File: src/rtl/lsu_pkg.sv
// Shared types and the request legality check for the load/store controller.
package lsu_pkg;

    typedef enum logic [1:0] {
        SZ_BYTE = 2'b00,
        SZ_HALF = 2'b01,
        SZ_WORD = 2'b10
    } size_e;

    typedef enum logic [2:0] {
        IDLE,
        RD,
        WR,
        RMW_RD,
        RESP
    } lsu_state_e;

    typedef struct packed {
        logic        we;
        logic [1:0]  size;
        logic        uns;
        logic [31:0] addr;
        logic [31:0] wdata;
    } lsu_req_t;

    // A request is rejected for an illegal size code, a misaligned half/word,
    // or a word index that falls outside the attached memory.
    function automatic logic req_is_bad(input logic [1:0]  size,
                                        input logic [31:0] addr,
                                        input logic [31:0] mem_words);
        logic bad;
        bad = 1'b0;
        if (size == 2'b11)
            bad = 1'b1;
        if ((size == SZ_HALF) && addr[0])
            bad = 1'b1;
        if ((size == SZ_WORD) && (addr[1:0] != 2'b00))
            bad = 1'b1;
        if ({2'b00, addr[31:2]} >= mem_words)
            bad = 1'b1;
        return bad;
    endfunction

endpackage

File: src/rtl/lsu_align.sv
// Little-endian lane logic: load extract/extend and sub-word store merge.
module lsu_align
    import lsu_pkg::*;
(
    input  size_e       size,
    input  logic [1:0]  byte_off,
    input  logic        is_unsigned,
    input  logic [31:0] ld_word,
    input  logic [31:0] st_data,
    output logic [31:0] ld_result,
    output logic [31:0] st_merged
);

    logic [7:0]  ld_byte;
    logic [15:0] ld_half;
    logic [3:0]  lane_sel;

    assign ld_byte = ld_word[{byte_off, 3'b000} +: 8];
    assign ld_half = ld_word[{byte_off[1], 4'b0000} +: 16];

    // Pick the addressed lane and sign- or zero-extend it.
    always_comb begin
        ld_result = ld_word;
        case (size)
            SZ_BYTE: ld_result = {{24{~is_unsigned & ld_byte[7]}}, ld_byte};
            SZ_HALF: ld_result = {{16{~is_unsigned & ld_half[15]}}, ld_half};
            default: ld_result = ld_word;
        endcase
    end

    // Byte lanes overwritten by the store; the rest keep the old word.
    always_comb begin
        lane_sel = 4'b1111;
        case (size)
            SZ_BYTE: lane_sel = 4'b0001 << byte_off;
            SZ_HALF: lane_sel = byte_off[1] ? 4'b1100 : 4'b0011;
            default: lane_sel = 4'b1111;
        endcase
    end

    genvar gi;
    generate
        for (gi = 0; gi < 4; gi++) begin : g_lane
            logic [7:0] src;
            // Right-aligned store data is replicated onto the lane it targets.
            assign src = (size == SZ_BYTE) ? st_data[7:0] :
                         (size == SZ_HALF) ? st_data[8*(gi%2) +: 8] :
                                             st_data[8*gi +: 8];
            assign st_merged[8*gi +: 8] = lane_sel[gi] ? src : ld_word[8*gi +: 8];
        end
    endgenerate

endmodule

File: src/rtl/lsu_ctrl.sv
// Load/store controller: request latch, access FSM and response registers.
module lsu_ctrl
    import lsu_pkg::*;
#(
    parameter int DATA_WIDTH = 32,
    parameter int MEM_SIZE   = 32,
    localparam int AW        = $clog2(MEM_SIZE)
) (
    input  logic                  clk,
    input  logic                  reset,
    input  logic                  req_valid,
    output logic                  req_ready,
    input  logic                  req_we,
    input  logic [1:0]            req_size,
    input  logic                  req_unsigned,
    input  logic [31:0]           req_addr,
    input  logic [DATA_WIDTH-1:0] req_wdata,
    output logic                  rsp_valid,
    input  logic                  rsp_ready,
    output logic [DATA_WIDTH-1:0] rsp_rdata,
    output logic                  rsp_err,
    output logic [AW-1:0]         mem_addr,
    output logic                  mem_rd_en,
    output logic                  mem_wr_en,
    output logic [DATA_WIDTH-1:0] mem_wr_data,
    input  logic [DATA_WIDTH-1:0] mem_ld_data
);

    lsu_state_e  state_reg, state_next;
    lsu_req_t    req_in;
    logic        req_bad;

    logic        we_reg;
    size_e       size_reg;
    logic        uns_reg;
    logic [AW-1:0] word_idx_reg;
    logic [1:0]  byte_off_reg;
    logic [31:0] wdata_reg;
    logic [31:0] merged_reg;
    logic [31:0] rsp_rdata_reg;
    logic        rsp_err_reg;

    logic [31:0] ld_result;
    logic [31:0] st_merged;

    assign req_in  = '{we: req_we, size: req_size, uns: req_unsigned,
                       addr: req_addr, wdata: req_wdata};
    assign req_bad = req_is_bad(req_in.size, req_in.addr, 32'(MEM_SIZE));

    lsu_align u_align (
        .size        (size_reg),
        .byte_off    (byte_off_reg),
        .is_unsigned (uns_reg),
        .ld_word     (mem_ld_data),
        .st_data     (wdata_reg),
        .ld_result   (ld_result),
        .st_merged   (st_merged)
    );

    // State register; reset drops the enables immediately via the state.
    always_ff @(posedge clk or negedge reset) begin
        if (!reset)
            state_reg <= IDLE;
        else
            state_reg <= state_next;
    end

    // Next state and all memory/handshake outputs.
    always_comb begin
        state_next  = state_reg;
        req_ready   = 1'b0;
        rsp_valid   = 1'b0;
        mem_rd_en   = 1'b0;
        mem_wr_en   = 1'b0;
        mem_addr    = '0;
        mem_wr_data = '0;
        case (state_reg)
            IDLE: begin
                req_ready = 1'b1;
                if (req_valid) begin
                    if (req_bad)
                        state_next = RESP;
                    else if (!req_in.we)
                        state_next = RD;
                    else if (req_in.size == SZ_WORD)
                        state_next = WR;
                    else
                        state_next = RMW_RD;
                end
            end
            RD: begin
                mem_rd_en  = 1'b1;
                mem_addr   = word_idx_reg;
                state_next = RESP;
            end
            RMW_RD: begin
                mem_rd_en  = 1'b1;
                mem_addr   = word_idx_reg;
                state_next = WR;
            end
            WR: begin
                mem_wr_en   = 1'b1;
                mem_addr    = word_idx_reg;
                mem_wr_data = (size_reg == SZ_WORD) ? wdata_reg : merged_reg;
                state_next  = RESP;
            end
            RESP: begin
                rsp_valid = 1'b1;
                if (rsp_ready)
                    state_next = IDLE;
            end
            default: state_next = IDLE;
        endcase
    end

    // Request latch, RMW merge capture and held response values.
    always_ff @(posedge clk or negedge reset) begin
        if (!reset) begin
            we_reg        <= 1'b0;
            size_reg      <= SZ_BYTE;
            uns_reg       <= 1'b0;
            word_idx_reg  <= '0;
            byte_off_reg  <= 2'b00;
            wdata_reg     <= '0;
            merged_reg    <= '0;
            rsp_rdata_reg <= '0;
            rsp_err_reg   <= 1'b0;
        end else begin
            case (state_reg)
                IDLE: begin
                    if (req_valid) begin
                        we_reg        <= req_in.we;
                        size_reg      <= size_e'(req_in.size);
                        uns_reg       <= req_in.uns;
                        word_idx_reg  <= req_in.addr[AW+1:2];
                        byte_off_reg  <= req_in.addr[1:0];
                        wdata_reg     <= req_in.wdata;
                        rsp_rdata_reg <= '0;
                        rsp_err_reg   <= req_bad;
                    end
                end
                RD:      rsp_rdata_reg <= ld_result;
                RMW_RD:  merged_reg    <= st_merged;
                RESP: begin
                    if (rsp_ready) begin
                        rsp_rdata_reg <= '0;
                        rsp_err_reg   <= 1'b0;
                    end
                end
                default: ;
            endcase
        end
    end

    assign rsp_rdata = rsp_rdata_reg;
    assign rsp_err   = rsp_err_reg;

endmodule

File: config.mk
export PLATFORM = sky130hd
export DESIGN_NAME = lsu_ctrl
export DESIGN_NICKNAME = d
export VERILOG_FILES = /design/src/rtl/lsu_pkg.sv /design/src/rtl/lsu_align.sv /design/src/rtl/lsu_ctrl.sv
export SDC_FILE = /design/constraint.sdc
export NUM_CORES = 1
export LEC_CHECK = 0
export CAP_MARGIN = 10
export CORE_MARGIN = 2
export CORE_UTILIZATION = 53
export CTS_CLUSTER_DIAMETER = 60
export DETAILED_ROUTE_END_ITERATION = 6
export PLACE_DENSITY = 0.86
export SLEW_MARGIN = 20
export SYNTH_ARGS = -nofsm -noshare
export SYNTH_HDL_FRONTEND = slang
export SYNTH_HIERARCHICAL = 1
export SYNTH_SLANG_ARGS = --single-unit
File: constraint.sdc
create_clock -name clk -period 4.1 [get_ports clk]
set_input_delay 0.82 -clock clk [delete_from_list [all_inputs] [get_ports clk]]
set_output_delay 0.82 -clock clk [all_outputs]
set_load 0.01 [all_outputs]
After elaboration in Yosys (flattened, before gate mapping) --
Index checks and enable logic that the tools add are counted.
Storage, ports and cells: flip-flop bits (word level) 110, output and inout port bits 74, logic and storage cells 76
Operators by class: $lt $le $gt $ge 1, eq/ne operators 11, shift-type cells 3, multiplexer cells 35, bitwise operators 3, reduce and logical (&&, ||, !) cells 14
Operators by type and width (count):
- $mux W32 | 4
- $pmux W32 S3 | 1
- $mux W8 | 9
- $pmux W32 S2 | 1
- $shiftx A32 B6 Y16 | 1
- $shiftx A32 B6 Y8 | 1
- $ge A30 B6 Y1 const B | 1
- $pmux W3 S4 | 1
- $mux W1 | 11
- $mux W3 | 3
- $pmux W4 S2 | 1
- $eq A2 B2 Y1 const B | 3
- $eq A3 B2 Y1 const B | 2
- $reduce_and A3 Y1 | 2
- $mux W5 | 1
- $eq A2 B1 Y1 const B | 2
- $mux W4 | 1
- $ne A2 B2 Y1 const B | 2
- $reduce_and A2 Y1 | 2
- $reduce_bool A2 Y1 | 2
- $reduce_or A2 Y1 | 2
- $shl A1 B2 Y4 const A | 1
- $eq A3 B1 Y1 const B | 1
- $eq A3 B3 Y1 const B | 1
- other kinds (9) | 11

Longest topological paths before layout --
Gate-level depths: netlist of run 1.
word-level depth 8, gate-level depth with buffers 7, depth with buffers taken out 4

Cells and area by module --
Netlist of run 1, hierarchy kept.
By module, submodules not included:
- lsu_ctrl | instances 1, cells each 475, area each 4762.1 µm²
- lsu_align | instances 1, cells each 197, area each 1614.0 µm²

Least setup slack after synthesis of run 1 --
Ideal clock, no wire load.
path kind flip-flop to output port, start point reg size_reg[1], end point out mem_wr_data[10], arrival time 1288 ps, setup slack 1992 ps, cell stages (with the launch flop) 6, path buffers 2, cells stage by stage dfrtp_1 > nor2b_1 > clkbuf_1 > clkbuf_1 > nand2_1 > a21oi_1
Between the ends: word-level cells in the longest chain between the ends 3
RTL lines:
- from (decl) | line lsu_ctrl.sv:34 | size_e size_reg;
- from (signal assigned) | line lsu_ctrl.sv:133 | size_reg <= size_e'(req_in.size);
- $eq A2 B2 Y1 | line lsu_ctrl.sv:104 | mem_wr_data = (size_reg == SZ_WORD) ? wdata_reg : merged_reg;
- $mux W32 | line lsu_ctrl.sv:104
- $mux W32 | line lsu_ctrl.sv:77 | case (state_reg)
- to (decl) | line lsu_ctrl.sv:25 | output logic [DATA_WIDTH-1:0] mem_wr_data,
Every way passes these cells.

Worst setup path after layout of run 1 --
start point reg state_reg[1], end point out mem_wr_data[23]
Between the ends: word-level cells in the longest chain between the ends 2
RTL lines:
- from (decl) | line lsu_ctrl.sv:29 | lsu_state_e state_reg, state_next;
- from (signal assigned) | line lsu_ctrl.sv:65 | state_reg <= state_next;
- $eq A3 B2 Y1 | line lsu_ctrl.sv:77
- $mux W32 | line lsu_ctrl.sv:77
Every way passes these cells.

==> results of run 1 <==
[worst min-delay path by stage]
stage / start / endpoint / slack (ps) / cells after the start
floorplan: word_idx_reg[0] / word_idx_reg[0] / 440 / 2
global placement: word_idx_reg[3] / word_idx_reg[3] / 450 / 2
CTS: word_idx_reg[4] / word_idx_reg[4] / 480 / 2
finish: word_idx_reg[4] / word_idx_reg[4] / 480 / 2
global route: word_idx_reg[4] / word_idx_reg[4] / 520 / 2
detailed placement: word_idx_reg[4] / word_idx_reg[4] / 460 / 2
[area by class of cell]
class / count / area share [%]
well taps: 147 / 2.162
flip-flops and latches: 110 / 32.36
clock inverters: 6 / 1.574
clock buffers: 10 / 2.692
repair buffers: 189 / 22.05
inverters: 6 / 0.2647
multi-input cells: 504 / 38.90
[routing by layer]
metal	up-vias	part of all wire, %
li1	2642	-
met1	2777	40
met2	294	48
met3	48	9.5
met4	0	2.7
met5	-	0
[power breakdown]
part           switching [mW]  total (mW)  leakage [nW]  internal (mW)
Clock                   0.404        1.06         0.177          0.660
Combinational           0.549        1.06          2.16          0.515
Sequential              0.139        1.32          1.41           1.18
[per-stage QoR]
stage / hold slack, ps / setup slack, ps / instances / power (mW) / util [%]
4_1_cts: 481.3 / 884.4 / 972 / 3.438 / 71.65
2_1_floorplan: 437.4 / 1992 / 672 / 2.053 / -
3_5_place_dp: 464.2 / 1299 / 956 / 2.379 / 68.59
6_report: 480.9 / 819.9 / 972 / 3.451 / 71.72
3_3_place_gp: 448.4 / 1357 / 956 / 2.343 / 68.59
5_1_grt: 517.4 / 718.3 / 972 / 3.601 / 71.72
[cells in the mapped netlist, types with 5 or more instances]
cell type and instances:
dfrtp_1 110, nor2_1 13, buf_4 7, mux2i_1 16, a21oi_1 35, buf_6 8, mux2_2 47, a22o_1 32
clkbuf_1 21, nor3_1 5, o21ai_0 12, buf_2 16, o22ai_1 17, and2_1 7, nor2b_1 20, a22oi_1 7
nor4_1 5, mux2_1 29, o221ai_1 7, mux2_4 9, a221o_1 7, nand2_1 201, inv_1 6
[critical path, stage by stage (launching register included)]
cell	delay (ps)
dfrtp_1	640
nand2_1	350
buf_4	320
a21oi_1	220
clkdlybuf4s50_1	570
[kinds of logic (layout without fill, tap and decap cells)]
group           count (synthesis)  in the layout  synth area share [%]
mux                           101            101                 18.05
compound gates                131            131                 14.99
simple gates                  272            272                 18.70
buf+inv                        58            211                 5.083
flops                         110            110                 43.17
==> flow_metrics.tcl, run 1 <==
set metrics [dict create \
    worst_setup_path_end_kind "primary output" \
    startpoint_type "flop" \
    synth_area_leaders "dfrtp_1 43%, nand2_1 12%, mux2_2 8.3%" \
    synth_nets 776 \
    ant_nets 0 \
    clock_latency_ps 350 \
    crit_end "mem_wr_data[23]" \
    synth_top_area_share_pct 43.17 \
    drt_iter0_drc 616 \
    cts_setup_buffers 0 \
    synth.ff_latch_count 110 \
    reg2reg_depth 4 \
    fp.dieW_um 113.7 \
    status "completed" \
    cellLeakagePower_nw 3.747 \
    hold_class "flop to flop" \
    critical_path.max_fanout 24 \
    drc 0 \
    globalRouteTotalUtil_pct 30.35 \
    gr-usage-met3_pct 7.333 \
    fin_worst_skew_ps 4.837 \
    diodes 0 \
    final_area_um2 8507 \
    yosys_warnings 6 \
    multi_input_area_um2 3309 \
    maxCapViolations 0 \
    pwr_density_cell_nw_per_um2 405.6 \
    setup_viol 0 \
    tns_ps 0 \
    rrSetupSlack_ps 1510 \
    seq_area_frac_synth_pct 43.17 \
    core-area_um2 11860 \
    final_cell_mix "201 x nand2_1, 176 x clkdlybuf4s50_1, 110 x dfrtp_1, 47 x mux2_2, 35 x a21oi_1" \
    crit_type "flop to primary output" \
    synth_edf_count 0 \
    io_pins 178 \
    cts.sinks 110 \
    busiest_layer "met2" \
    grt_pass1_vias 5801 \
    period_share_pct 80.00 \
    slew_viol_final 0 \
    syn_inst 672 \
    period_needed_ps 3280 \
    numPortBuffers 177 \
    tightest_slew_ps 1062 \
    hold_violations 0 \
    timing.critical_path.from "state_reg[1]" \
    max_slew_margin_pct 29.17 \
    ctsHtreeMaxLevel 3 \
    gp_congestion 0.9151 \
    yosys.area.top_type "dfrtp_1" \
    area_growth_pct 33.42 \
    fill_cells 883 \
    route.vias.total 5761 \
    clockBufferDepth 2 \
    wirelength_um 19260 \
    syn_area_um2 6376 \
    rsz0062_at_grt "no" \
    dp_hpwl_um 14120 \
    crit_required_ps 3280 \
    via_per_inst 5.927 \
    async_flop_share_pct 100.0 \
    reg2reg_to "merged_reg[19]" \
    antenna_found_initial 0 \
    die_area_um2 12920 \
    synth.avg_cell_area_um2 9.488 \
    use_met2_pct 49.70 \
    cts_hold_buf 0 \
    r2r-start "byte_off_reg[1]" \
    die_h_um 113.7 \
    cts_root_buf "clkbuf_16" \
    grt_pass1_wl_um 30570 \
    row_count 40 \
    synth_cell_types 54 \
    synthFlopType "dfrtp_1" \
    clock.fmax_ghz 0.3049 \
    dpl_cell_area_um2 8135 \
    crit_arrival_ps 2460 \
    final_nets 924 \
    seqCellArea_um2 2753 \
    initial_utilization_pct 53.76 \
    clk_pin_slew_ps 70 \
    ctsResizeCount 0 \
    cts_buffers 9 \
    grt_max_degree 87 \
    peakVddDrop_v 0.0002876 \
    grt.met1_usage_pct 40.29 \
    final_common_cell "nand2_1" \
    wl_per_cell_um 19.81 \
    dr.pass1.iters 6 \
    grt_overflow 0 \
    cts_tree "yes" \
    drive_gt1_share_pct 12.24 \
]
Note: power is estimated with default switching activity, not from simulation.
==> run 2: changes to the inputs <==
CORE_UTILIZATION = 44   (was 53)
PLACE_DENSITY = 0.76   (was 0.86)
clock period = 2.8 ns   (was 4.1 ns; I/O delays follow)
==> flow_metrics.tcl, run 2 (synthesis gave the netlist of run 1 again) <==
set metrics [dict create \
    fp.dieW_um 124.4 \
    critical_path.max_fanout 33 \
    final_nets 932 \
    period_share_pct 95.58 \
    startpoint_type "flop" \
    die_h_um 124.4 \
    clock_latency_ps 360 \
    status "completed" \
    cts_buffers 9 \
    initial_utilization_pct 45.41 \
    route.vias.total 5817 \
    max_stage_delay_ps 590 \
    die_area_um2 15470 \
    tightest_slew_ps 868.0 \
    fin_worst_skew_ps 7.148 \
    cts_root_buf "clkbuf_16" \
    cts.sinks 110 \
    drive_gt1_share_pct 13.21 \
    worst_setup_path_end_kind "primary output" \
    cellLeakagePower_nw 3.753 \
    final_cell_mix "201 x nand2_1, 176 x clkdlybuf4s50_1, 110 x dfrtp_1, 47 x mux2_2, 35 x a21oi_1" \
    numPortBuffers 177 \
    crit_slowest_cell "clkdlybuf4s50_1" \
    p_sw_mw 1.613 \
    io_pins 178 \
    clk_pin_slew_ps 70 \
    antenna_found_initial 0 \
    maxCapViolations 0 \
    ctsHtreeMaxLevel 3 \
    crit_type "flop to primary output" \
    place_ws_ps 453.7 \
    final_common_cell "nand2_1" \
    tns_ps 0 \
    dr.pass1.iters 5 \
    clock.fmax_ghz 0.3737 \
    whs_ps 184.8 \
    hold_violations 0 \
    pwr_density_cell_nw_per_um2 556.5 \
    fin_cells 1013 \
    placedCellCount 997 \
    fin_ws_ps 123.9 \
    area_growth_pct 33.97 \
    diodes 0 \
    pwr-share-seq_pct 39.9 \
    grt_pass1_wl_um 31360 \
    peakVddDrop_v 0.0003714 \
    power_frac_clock_pct 25.6 \
    wirelength_um 20180 \
    internal_power_mw 3.141 \
    grt_overflow 0 \
    core-area_um2 14040 \
    row_count 43 \
    wl_per_cell_um 19.92 \
    post-route-util_pct 60.83 \
    crit_required_ps 2240 \
    drc 0 \
    max_slew_margin_pct 41.93 \
    drt_iter0_drc 629 \
    globalRouteTotalUtil_pct 25.60 \
    slew_viol_final 0 \
    grt_max_degree 61 \
    power_frac_comb_pct 34.6 \
    rsz0062_at_grt "no" \
    period_needed_ps 2676 \
    switching_share_pct 33.92 \
    gp_congestion 0.8640 \
    setup_viol 0 \
    grt_pass1_vias 5782 \
    clockBufferDepth 2 \
    ant_nets 0 \
    via_per_inst 5.742 \
    hold_class "primary input to async pin" \
    cts_setup_buffers 0 \
    crit_arrival_ps 2120 \
    cts_tree "yes" \
    dp_hpwl_um 15000 \
    critical_path.cell_chain "nor2_1 -> nand2_1 -> buf_12 -> a21oi_1 -> clkdlybuf4s50_1" \
]
## run 2: changes by cell type in the layout (fill, tap and decap cells not counted), sizes merged
cell,before,now
clkinv,2,3
bufinv,4,0
clkinvlp,0,3
buf,13,21
## run 2: what timing repair did
item / CTS / global route
resized for setup: 0 / 1
endpoints found under the setup margin: 0 / 1
hold buffers: 0 / 0
## run 2: through the flow
| stage | total power, mW | cell area, um^2 |
|---|---|---|
| 5_1_grt | 4.954 | 8542 |
| 3_3_place_gp | 3.472 | 8262 |
| 3_5_place_dp | 3.528 | 8262 |
| 4_1_cts | 4.734 | 8538 |
| 6_report | 4.754 | 8542 |
| 2_1_floorplan | 3.007 | 6376 |
## run 2: routing by layer
| layer | part of all wire [%] | vias up | global-route usage (%) | wire, um |
|---|---|---|---|---|
| met5 | 0 | - | 0 | 0 |
| met4 | 4.2 | 0 | 12.16 | 838 |
| met3 | 6.1 | 68 | 3.222 | 1234 |
| met1 | 42 | 2815 | 34.08 | 8479 |
| met2 | 48 | 277 | 41.53 | 9621 |
| li1 | - | 2657 | - | - |
## run 2: layout make-up
class | count | area, um^2
clock buffer | 10 | 239.0
sequential | 110 | 2753
multi-input combinational | 504 | 3304
inverter | 6 | 22.52
fill | 1176 | 5500
timing repair buffer | 197 | 1961
clock inverter | 6 | 37.54
tap | 180 | 225.2
## run 2: path summary, 6_finish.rpt
path,from,end,slack [ps],cells past startpoint
setup / recovery,state_reg[0],mem_wr_data[7],120,5
hold / removal,reset,wdata_reg[1],180,1
setup reg to reg,size_reg[1],merged_reg[11],550,5
hold reg to reg,word_idx_reg[2],word_idx_reg[2],480,2
max in group asynchronous,reset,rsp_rdata[11],1920,2
min in group clk,word_idx_reg[2],word_idx_reg[2],480,2
## run 2: critical path, delay by kind of cell (launching register included)
kind | cells | cell delay [ps]
buf+inv | 2 | 770
compound gates | 1 | 240
flops | 1 | 500
simple gates | 2 | 240
## run 2: power by group through the flow
stage	registers (mW)	clock network [mW]	logic, mW
after floorplan	1.86	0	1.14
after global placement	1.91	0	1.56
after detailed placement	1.92	0	1.61
after CTS	1.89	1.23	1.61
after global routing	1.91	1.28	1.77
final	1.89	1.22	1.64
==> run 3: changes to the inputs <==
HOLD_SLACK_MARGIN = 0.12   (was default)
MAX_ROUTING_LAYER = met4   (was default)
SLEW_MARGIN = default   (was 20)
==> flow_metrics.tcl, run 3 (synthesis gave the netlist of run 1 again) <==
set metrics [dict create \
    pwr_density_cell_nw_per_um2 556.0 \
    rsz0062_at_grt "no" \
    worst_setup_path_end_kind "primary output" \
    die_area_um2 15470 \
    cp_num_buf_inv 2 \
    fin_ws_ps 128.7 \
    place_ws_ps 453.7 \
    use_met2_pct 41.66 \
    initial_utilization_pct 45.41 \
    dpl_cell_area_um2 8262 \
    setup_viol 0 \
    numPortBuffers 177 \
    tns_ps 0 \
    core-area_um2 14040 \
    multi_input_area_um2 3304 \
    cellLeakagePower_nw 3.753 \
    critical_path.max_fanout 33 \
    period_share_pct 95.40 \
    fp.dieW_um 124.4 \
    seqCellArea_um2 2753 \
    clockBufferDepth 2 \
    grt_pass1_vias 5792 \
    route.vias.total 5822 \
    maxCapViolations 0 \
    final_area_um2 8542 \
    whs_ps 189.6 \
    dp_hpwl_um 15000 \
    grt_max_degree 61 \
    crit_type "flop to primary output" \
    status "completed" \
    area_growth_pct 33.97 \
    final_nets 932 \
    crit_arrival_ps 2110 \
    ctsHtreeMaxLevel 3 \
    dr.pass1.iters 6 \
    gr-usage-met3_pct 3.093 \
    critical_path.cell_chain "nor2_1 -> nand2_1 -> buf_12 -> a21oi_1 -> clkdlybuf4s50_1" \
    die_h_um 124.4 \
    clock_latency_ps 360 \
    busiest_layer "met2" \
    diodes 0 \
    crit_required_ps 2240 \
    peakVddDrop_v 0.0003694 \
    cts_buffers 9 \
    fill_cells 1176 \
    cts_tree "yes" \
    drt_iter0_drc 557 \
    tightest_slew_ps 844.0 \
    final_common_cell "nand2_1" \
    io_pins 178 \
    slew_viol_final 0 \
    grt.met1_usage_pct 33.78 \
    row_count 43 \
    fin_worst_skew_ps 7.317 \
    clock.fmax_ghz 0.3743 \
    drc 0 \
    grt_pass1_wl_um 31280 \
    period_needed_ps 2671 \
    drive_gt1_share_pct 13.21 \
    startpoint_type "flop" \
    final_cell_mix "201 x nand2_1, 176 x clkdlybuf4s50_1, 110 x dfrtp_1, 47 x mux2_2, 35 x a21oi_1" \
    ant_nets 0 \
    cts.sinks 110 \
    path_delay_family "buffers and inverters" \
    cts_hold_buf 0 \
    wirelength_um 20100 \
    grt_overflow 0 \
    hold_class "primary input to async pin" \
    max_slew_margin_pct 43.53 \
    cts_root_buf "clkbuf_16" \
    wl_per_cell_um 19.84 \
    crit_slowest_cell "clkdlybuf4s50_1" \
    hold_violations 0 \
    max_stage_delay_ps 590 \
    via_per_inst 5.747 \
    globalRouteTotalUtil_pct 26.25 \
    clk_pin_slew_ps 70 \
    antenna_found_initial 0 \
    power.total_mw 4.750 \
    gp_congestion 0.8779 \
]
==> run 3: cell counts in the layout (fill, tap and decap cells not counted) <==
Identical to the previous run, type by type.
==> run 3: metal layers <==
metal / vias up / part of all wire (%)
met2: 269 / 48
met1: 2835 / 42
li1: 2661 / -
met5: - / 0
met3: 57 / 6.3
met4: 0 / 3.9
==> run 3: layout make-up <==
class | instances | share of cell area, %
timing repair buffer | 197 | 22.95
clock inverter | 6 | 0.4394
clock buffer | 10 | 2.798
inverter | 6 | 0.2637
sequential | 110 | 32.22
multi-input combinational | 504 | 38.68
tap | 180 | 2.637
==> run 3: path summary, 6_finish.rpt <==
path | from | end | slack, ps | depth (start not counted)
max | state_reg[0] | mem_wr_data[7] | 130 | 5
min | reset | wdata_reg[1] | 190 | 1
max reg2reg | size_reg[1] | merged_reg[11] | 530 | 5
min reg2reg | word_idx_reg[4] | word_idx_reg[4] | 480 | 2
max in group asynchronous | reset | rsp_rdata[24] | 1920 | 2
min in group clk | word_idx_reg[4] | word_idx_reg[4] | 480 | 2
==> run 3: through the flow <==
stage	utilization, %	instances
floorplan	-	672
detailed placement	58.83	997
global route	60.83	1013
finish	60.83	1013
CTS	60.80	1013
global placement	58.83	997
==> run 3: what timing repair did <==
action                     4_1_cts  5_1_grt
setup endpoints to repair        0        1
setup buffers                    0        0
resized for setup                0        1
==> run 3: power breakdown <==
group          total [mW]  internal, mW  switching (mW)
Clock                1.21         0.623           0.590
Sequential           1.89          1.74           0.159
Combinational        1.64         0.782           0.860
Total                4.75          3.14            1.61
